$ cat config.mk
export PLATFORM = sky130hd
export DESIGN_NAME = vend_multi_flat
export DESIGN_NICKNAME = d
export VERILOG_FILES = /design/src/rtl/vend_multi_if.sv /design/src/rtl/vend_multi.sv /design/src/flat_wrapper.sv
export SDC_FILE = /design/constraint.sdc
export NUM_CORES = 1
export LEC_CHECK = 0
export CORE_MARGIN = 5
export CORE_UTILIZATION = 40
export DETAILED_ROUTE_END_ITERATION = 12
export PLACE_DENSITY = 0.59
export SLEW_MARGIN = 10
export SYNTH_ARGS = -nofsm -noshare
export SYNTH_HDL_FRONTEND = slang
export SYNTH_SLANG_ARGS = --single-unit
$ cat constraint.sdc
create_clock -name CLK -period 13.3 [get_ports CLK]
set_input_delay 2.66 -clock CLK [delete_from_list [all_inputs] [get_ports CLK]]
set_output_delay 2.66 -clock CLK [all_outputs]
set_load 0.01 [all_outputs]
$ cat src/rtl/vend_multi_if.sv
// Bus between a vending front panel (master) and the vend_multi controller (slave).
interface vend_multi_if #(
    parameter int unsigned N_ITEMS  = 4,
    parameter int unsigned CREDIT_W = 8
);
    localparam int unsigned SEL_W = (N_ITEMS > 1) ? $clog2(N_ITEMS) : 1;

    logic                Enable;
    logic                OneDollar;
    logic                FiftyCents;
    logic                TenCents;
    logic                FiveCents;
    logic                sel_valid;
    logic [SEL_W-1:0]    sel_item;
    logic                cancel;

    logic                Release;
    logic [SEL_W-1:0]    release_item;
    logic [CREDIT_W-1:0] credit;
    logic                change_pulse;
    logic                coin_reject;
    logic                sel_deny;

    modport master (
        output Enable, OneDollar, FiftyCents, TenCents, FiveCents,
        output sel_valid, sel_item, cancel,
        input  Release, release_item, credit, change_pulse, coin_reject, sel_deny
    );

    modport slave (
        input  Enable, OneDollar, FiftyCents, TenCents, FiveCents,
        input  sel_valid, sel_item, cancel,
        output Release, release_item, credit, change_pulse, coin_reject, sel_deny
    );
endinterface

$ cat src/rtl/vend_multi.sv
// Multi-item vending controller: coin edge detection, credit, vend pulse and coin-by-coin change.
// Define VEND_AUTO_CHANGE_EN to refund residual credit automatically after every vend.
module vend_multi #(
    parameter int unsigned N_ITEMS    = 4,
    parameter int unsigned CREDIT_W   = 8,
    parameter int unsigned CREDIT_MAX = 255,
    parameter logic [N_ITEMS*CREDIT_W-1:0] PRICES = {8'd1, 8'd6, 8'd3, 8'd5}
) (
    input logic         CLK,
    input logic         RST,
    vend_multi_if.slave bus
);
    localparam int unsigned SEL_W = (N_ITEMS > 1) ? $clog2(N_ITEMS) : 1;

    localparam logic [1:0] S_IDLE   = 2'd0;
    localparam logic [1:0] S_WAIT   = 2'd1;
    localparam logic [1:0] S_VEND   = 2'd2;
    localparam logic [1:0] S_CHANGE = 2'd3;

    localparam logic [CREDIT_W:0]   MAX_L      = (CREDIT_W+1)'(CREDIT_MAX);
    localparam logic [CREDIT_W:0]   V_DOLLAR   = (CREDIT_W+1)'(20);
    localparam logic [CREDIT_W:0]   V_FIFTY    = (CREDIT_W+1)'(10);
    localparam logic [CREDIT_W:0]   V_TEN      = (CREDIT_W+1)'(2);
    localparam logic [CREDIT_W:0]   V_FIVE     = (CREDIT_W+1)'(1);
    localparam logic [CREDIT_W-1:0] CREDIT_ONE = CREDIT_W'(1);

    logic [1:0]          state, state_nxt;
    logic [CREDIT_W-1:0] credit_r, credit_nxt;
    logic [3:0]          coin_now, coin_prev, coin_rise;
    logic [CREDIT_W:0]   coin_val, coin_sum;
    logic                coin_multi, coin_single, coin_ok;
    logic [CREDIT_W-1:0] credit_add;
    logic [CREDIT_W-1:0] price;
    logic                item_ok;

    logic                rel_r, rel_nxt;
    logic [SEL_W-1:0]    item_r, item_nxt;
    logic                chg_r, chg_nxt;
    logic                rej_r, rej_nxt;
    logic                deny_r, deny_nxt;

    assign coin_now    = {bus.OneDollar, bus.FiftyCents, bus.TenCents, bus.FiveCents};
    assign coin_rise   = coin_now & ~coin_prev;
    assign coin_multi  = (coin_rise & (coin_rise - 4'd1)) != 4'd0;
    assign coin_single = (coin_rise != 4'd0) && !coin_multi;
    assign coin_sum    = {1'b0, credit_r} + coin_val;
    assign coin_ok     = coin_single && (coin_sum <= MAX_L);
    assign credit_add  = coin_ok ? coin_sum[CREDIT_W-1:0] : credit_r;

    always_comb begin
        coin_val = '0;
        case (coin_rise)
            4'b1000: coin_val = V_DOLLAR;
            4'b0100: coin_val = V_FIFTY;
            4'b0010: coin_val = V_TEN;
            4'b0001: coin_val = V_FIVE;
            default: coin_val = '0;
        endcase
    end

    // Out-of-range indices match no entry, leaving item_ok low so the selection is denied.
    always_comb begin
        price   = '0;
        item_ok = 1'b0;
        for (int unsigned i = 0; i < N_ITEMS; i++) begin
            if (bus.sel_item == SEL_W'(i)) begin
                price   = PRICES[i*CREDIT_W +: CREDIT_W];
                item_ok = 1'b1;
            end
        end
    end

    always_comb begin
        state_nxt  = state;
        credit_nxt = credit_r;
        rel_nxt    = 1'b0;
        item_nxt   = '0;
        rej_nxt    = coin_rise != 4'd0;
        deny_nxt   = 1'b0;
        case (state)
            S_IDLE: begin
                credit_nxt = '0;
                if (bus.Enable) state_nxt = S_WAIT;
            end
            S_WAIT: begin
                // Price check uses pre-cycle credit; an accepted coin lands in the same update.
                rej_nxt    = coin_multi || (coin_single && !coin_ok);
                credit_nxt = credit_add;
                if (bus.cancel || !bus.Enable) begin
                    state_nxt = (credit_add != '0) ? S_CHANGE : S_IDLE;
                end else if (bus.sel_valid) begin
                    if (item_ok && (credit_r >= price)) begin
                        state_nxt  = S_VEND;
                        credit_nxt = credit_add - price;
                        rel_nxt    = 1'b1;
                        item_nxt   = bus.sel_item;
                    end else begin
                        deny_nxt = 1'b1;
                    end
                end
            end
            S_VEND: begin
`ifdef VEND_AUTO_CHANGE_EN
                state_nxt = (credit_r != '0) ? S_CHANGE : S_WAIT;
`else
                state_nxt = S_WAIT;
`endif
            end
            S_CHANGE: begin
                credit_nxt = (credit_r != '0) ? credit_r - CREDIT_ONE : '0;
                if (credit_r <= CREDIT_ONE) state_nxt = bus.Enable ? S_WAIT : S_IDLE;
            end
            default: begin
                state_nxt  = S_IDLE;
                credit_nxt = '0;
            end
        endcase
        chg_nxt = (state_nxt == S_CHANGE);
    end

    always_ff @(posedge CLK) begin
        if (RST) begin
            state     <= S_IDLE;
            credit_r  <= '0;
            coin_prev <= '0;
            rel_r     <= 1'b0;
            item_r    <= '0;
            chg_r     <= 1'b0;
            rej_r     <= 1'b0;
            deny_r    <= 1'b0;
        end else begin
            state     <= state_nxt;
            credit_r  <= credit_nxt;
            coin_prev <= coin_now;
            rel_r     <= rel_nxt;
            item_r    <= item_nxt;
            chg_r     <= chg_nxt;
            rej_r     <= rej_nxt;
            deny_r    <= deny_nxt;
        end
    end

    assign bus.Release      = rel_r;
    assign bus.release_item = item_r;
    assign bus.credit       = credit_r;
    assign bus.change_pulse = chg_r;
    assign bus.coin_reject  = rej_r;
    assign bus.sel_deny     = deny_r;
endmodule

$ cat src/flat_wrapper.sv
// flat-port wrapper written by rule: the top's interface ports become plain ports
module vend_multi_flat 
#(
    parameter int unsigned N_ITEMS    = 4,
    parameter int unsigned CREDIT_W   = 8,
    parameter int unsigned CREDIT_MAX = 255,
    parameter logic [N_ITEMS*CREDIT_W-1:0] PRICES = {8'd1, 8'd6, 8'd3, 8'd5}
)
  (CLK, RST, bus_Enable, bus_OneDollar, bus_FiftyCents, bus_TenCents, bus_FiveCents, bus_sel_valid, bus_sel_item, bus_cancel, bus_Release, bus_release_item, bus_credit, bus_change_pulse, bus_coin_reject, bus_sel_deny);
  vend_multi_if #(.N_ITEMS(N_ITEMS), .CREDIT_W(CREDIT_W)) bus_i ();
  input logic CLK;
  input logic RST;
  input wire logic [$bits(bus_i.Enable)-1:0] bus_Enable;
  input wire logic [$bits(bus_i.OneDollar)-1:0] bus_OneDollar;
  input wire logic [$bits(bus_i.FiftyCents)-1:0] bus_FiftyCents;
  input wire logic [$bits(bus_i.TenCents)-1:0] bus_TenCents;
  input wire logic [$bits(bus_i.FiveCents)-1:0] bus_FiveCents;
  input wire logic [$bits(bus_i.sel_valid)-1:0] bus_sel_valid;
  input wire logic [$bits(bus_i.sel_item)-1:0] bus_sel_item;
  input wire logic [$bits(bus_i.cancel)-1:0] bus_cancel;
  output wire logic [$bits(bus_i.Release)-1:0] bus_Release;
  output wire logic [$bits(bus_i.release_item)-1:0] bus_release_item;
  output wire logic [$bits(bus_i.credit)-1:0] bus_credit;
  output wire logic [$bits(bus_i.change_pulse)-1:0] bus_change_pulse;
  output wire logic [$bits(bus_i.coin_reject)-1:0] bus_coin_reject;
  output wire logic [$bits(bus_i.sel_deny)-1:0] bus_sel_deny;
  assign bus_i.Enable = bus_Enable;
  assign bus_i.OneDollar = bus_OneDollar;
  assign bus_i.FiftyCents = bus_FiftyCents;
  assign bus_i.TenCents = bus_TenCents;
  assign bus_i.FiveCents = bus_FiveCents;
  assign bus_i.sel_valid = bus_sel_valid;
  assign bus_i.sel_item = bus_sel_item;
  assign bus_i.cancel = bus_cancel;
  assign bus_Release = bus_i.Release;
  assign bus_release_item = bus_i.release_item;
  assign bus_credit = bus_i.credit;
  assign bus_change_pulse = bus_i.change_pulse;
  assign bus_coin_reject = bus_i.coin_reject;
  assign bus_sel_deny = bus_i.sel_deny;
  vend_multi #(.N_ITEMS(N_ITEMS), .CREDIT_W(CREDIT_W), .CREDIT_MAX(CREDIT_MAX), .PRICES(PRICES)) u_core (.CLK(CLK), .RST(RST), .bus(bus_i));
endmodule
==> impl_metrics.env <==
export IMPL_yosys_area_top_type_share_pct=22.2
export IMPL_yosysSeqAreaShare_pct=22.2
export IMPL_worst_pin_slew_ns=0.692
export IMPL_viasPerCell=5.54
export IMPL_htree_num_levels=1
export IMPL_fin_ws_ns=6.30
export IMPL_cp_max_fo=10
export IMPL_slowest_delay_ns=0.51
export IMPL_cts_resized=0
export IMPL_fin_tns_setup_ns=0
export IMPL_hpwl_mm=3.30
export IMPL_crit_arrival_ns=7.19
export IMPL_crit_start="bus_TenCents"
export IMPL_synthCells=214
export IMPL_synth_top_cell_by_area="dfxtp_1"
export IMPL_n_antenna_cell=0
export IMPL_cts_setup_buffers=0
export IMPL_fmax_mhz=143
export IMPL_start_util_pct=41.4
export IMPL_cts_root_buf="clkbuf_8"
export IMPL_hold_violations=0
export IMPL_cts_tree="built"
export IMPL_antenna_found_initial=0
export IMPL_setup_viol=0
export IMPL_drt_iter0_drc=115
export IMPL_synthTopCellsByArea="dfxtp_1, ha_1, a21oi_1, nor2b_1, xnor2_1"
export IMPL_drive_gt1_share_pct=8.09
export IMPL_ys_ff_latch=20
export IMPL_status="complete, no violations"
export IMPL_die_area_um2=5950
export IMPL_cpLargestDelayFamily="compound AO/OA/AOI/OAI gates"
export IMPL_grt_pass1_vias=1401
export IMPL_num_vias=1591
export IMPL_clkLatencyLatePin_ns=0.27
export IMPL_die_w_um=77.2
export IMPL_syn_to_final_growth_pct=18.4
export IMPL_fin_crit_sh_pct=52.6
export IMPL_max_slew_margin_rel_pct=53.7
export IMPL_min_from="u_core.state[1]$_SDFF_PP0_"
export IMPL_fp_dieH_um=77.2
export IMPL_rows=24
export IMPL_clk_pin_slew_ns=0.08
export IMPL_grt_setup_unrepaired="no"
export IMPL_port_buffers=24
export IMPL_end_kind="flip-flop"
export IMPL_async_flop_share_pct=0
export IMPL_grt_pass1_wl_mm=7.04
export IMPL_peakVddDrop_mv=0.0366
export IMPL_grt_max_degree=17
export IMPL_required_ns=13.49
export IMPL_numCtsBuffers=3
export IMPL_crit_slowest_cell="a21boi_2"
export IMPL_io_pin_count=25
export IMPL_min_period_ns=7.00
export IMPL_ant_nets=0
export IMPL_powerDensity_nw_per_um2=78.9
export IMPL_ctsLongestPathBuffers=2
export IMPL_yosysWarnings=0
export IMPL_post_route_util_pct=49.1
export IMPL_cts_hold_buffers=0
export IMPL_final_area_um2=2140
export IMPL_drcViolationCount=0
export IMPL_cts_sinks=20
export IMPL_hp_class="reg -> reg"
export IMPL_gr_total_overflow=0
export IMPL_maxCapViolCount=0
export IMPL_synth_cell_types=59
export IMPL_leakage_nw=0.867
export IMPL_syn_avg_cell_area_um2=8.43
export IMPL_first_pass_iters=4
export IMPL_timing_rr_start="u_core.coin_prev[1]$_SDFF_PP0_"
export IMPL_synth_edf_count=0
export IMPL_crit_chain="clkdlybuf4s50_1 -> nor2b_1 -> xnor2_1 -> nor3_1 -> fa_1 -> a211oi_2 -> o21bai_1 -> nand4_1 -> a21boi_2 -> o21ai_0 -> ha_1 -> nor2b_1 -> o21a_1 -> nor3_1 -> o2111ai_1 -> or3_1 -> o211ai_1"
export IMPL_wirelength_mm=4.26
export IMPL_finalMaxSlewViolations=0
export IMPL_nets=267
export IMPL_post_drt_wl_per_cell_um=14.9
export IMPL_gp_congestion=0.780
export IMPL_worstSetupPathType="in -> reg"
export IMPL_crit_buf_inv=1
export IMPL_core_um2=4350
export IMPL_worstSetupStartpointType="primary input"
export IMPL_synthesis_nets=245
export IMPL_preCtsSetupSlack_ns=6.10
export IMPL_skew_ns=0.00789
export IMPL_synth_main_ff_cell="dfxtp_1"
export IMPL_dpl_cell_area_um2=2070
export IMPL_groute_usage_overall_pct=14.0
export IMPL_syn_cell_area_um2=1800
-- cells by family (layout without fill, tap and decap cells) --
logic type | Yosys count | in the layout | synth area share, %
AND/OR/NAND/NOR | 84 | 84 | 26.4
AO/OA/AOI/OAI | 57 | 57 | 23.7
adder cells (fa/ha/maj) | 20 | 20 | 14.7
flip-flops | 20 | 20 | 22.2
buffers and inverters | 17 | 38 | 4.51
XOR/XNOR | 9 | 9 | 4.37
multiplexers | 7 | 7 | 4.16
-- path summary, 6_finish.rpt --
check	slack, ns	to	cells after the start
worst max-delay path	6.30	u_core.bus.credit[7]$_SDFFE_PP0P_	17
worst min-delay path	0.67	u_core.bus.credit[4]$_SDFFE_PP0P_	2
worst max register to register	8.87	u_core.bus.credit[7]$_SDFFE_PP0P_	17
worst min register to register	0.67	u_core.bus.credit[4]$_SDFFE_PP0P_	2
-- placed cells by master (no fill, tap or decap), types with 4 or more instances in the layout --
master / count
ha_1: 18
inv_1: 10
nand2b_1: 7
a31oi_1: 4
nor2_1: 14
nand2_1: 16
o21ai_0: 8
o22ai_1: 5
xnor2_1: 7
nor3_1: 10
dfxtp_1: 20
mux2i_1: 5
nand3_1: 4
nor2b_1: 10
a21oi_1: 13
clkdlybuf4s50_1: 24
-- power by group --
group          internal, mW  switching [mW]
Combinational        0.0182          0.0221
Sequential           0.0618         0.00214
Clock                0.0402          0.0243
-- Yosys cell counts, types with 2 or more instances --
master / n
dfxtp_1: 20
ha_1: 18
nand2_1: 16
nor2_1: 14
a21oi_1: 13
inv_1: 10
nor2b_1: 10
nor3_1: 10
o21ai_0: 8
nand2b_1: 7
xnor2_1: 7
mux2i_1: 5
o22ai_1: 5
a31oi_1: 4
nand3_1: 4
a21o_1: 3
clkbuf_1: 3
nor3b_1: 3
nor4_1: 3
o211ai_1: 3
or3_1: 3
buf_2: 2
buf_6: 2
fa_1: 2
nand4_1: 2
o21a_1: 2
o21bai_1: 2
xor2_1: 2
-- flip-flops by register name (all words and copies together) (netlist names) --
register and count:
u_core.bus.sel_deny 1, u_core.bus.Release 1, u_core.state 2, u_core.bus.coin_reject 1, u_core.bus.credit 8, u_core.bus.release_item 2
u_core.coin_prev 4, u_core.bus.change_pulse 1
-- routing by layer --
| metal | GRT usage (%) | wire length (um) |
|---|---|---|
| met5 | 0 | 0 |
| met4 | 3.95 | 33 |
| met3 | 1.64 | 156 |
| met2 | 19.9 | 1820 |
| met1 | 21.8 | 2250 |
-- worst register-to-register path: cells and delay by family, from the launching register on --
| family | cells | cell delay, ns |
|---|---|---|
| adders and majority gates | 3 | 0.97 |
| AOI/OAI and AO/OA | 7 | 1.65 |
| DFF | 1 | 0.32 |
| and+or+nand+nor | 7 | 1.40 |
-- cell type report --
type	instances	area, um2
clock buffer	3	41.3
clock inverter	1	30.0
fill	414	2220
inverter	10	37.5
multi-input combinational	177	1320
sequential	20	400
tap	52	65.1
timing repair buffer	24	240
-- per-stage QoR --
stage / power [mW] / std cells / hold WS (ns)
2_1_floorplan: 0.0949 / 214 / 0.568
3_3_place_gp: 0.106 / 283 / 0.640
3_5_place_dp: 0.105 / 283 / 0.651
4_1_cts: 0.170 / 287 / 0.664
5_1_grt: 0.175 / 287 / 0.723
6_report: 0.169 / 287 / 0.667
(Power assumes the default switching activity.)
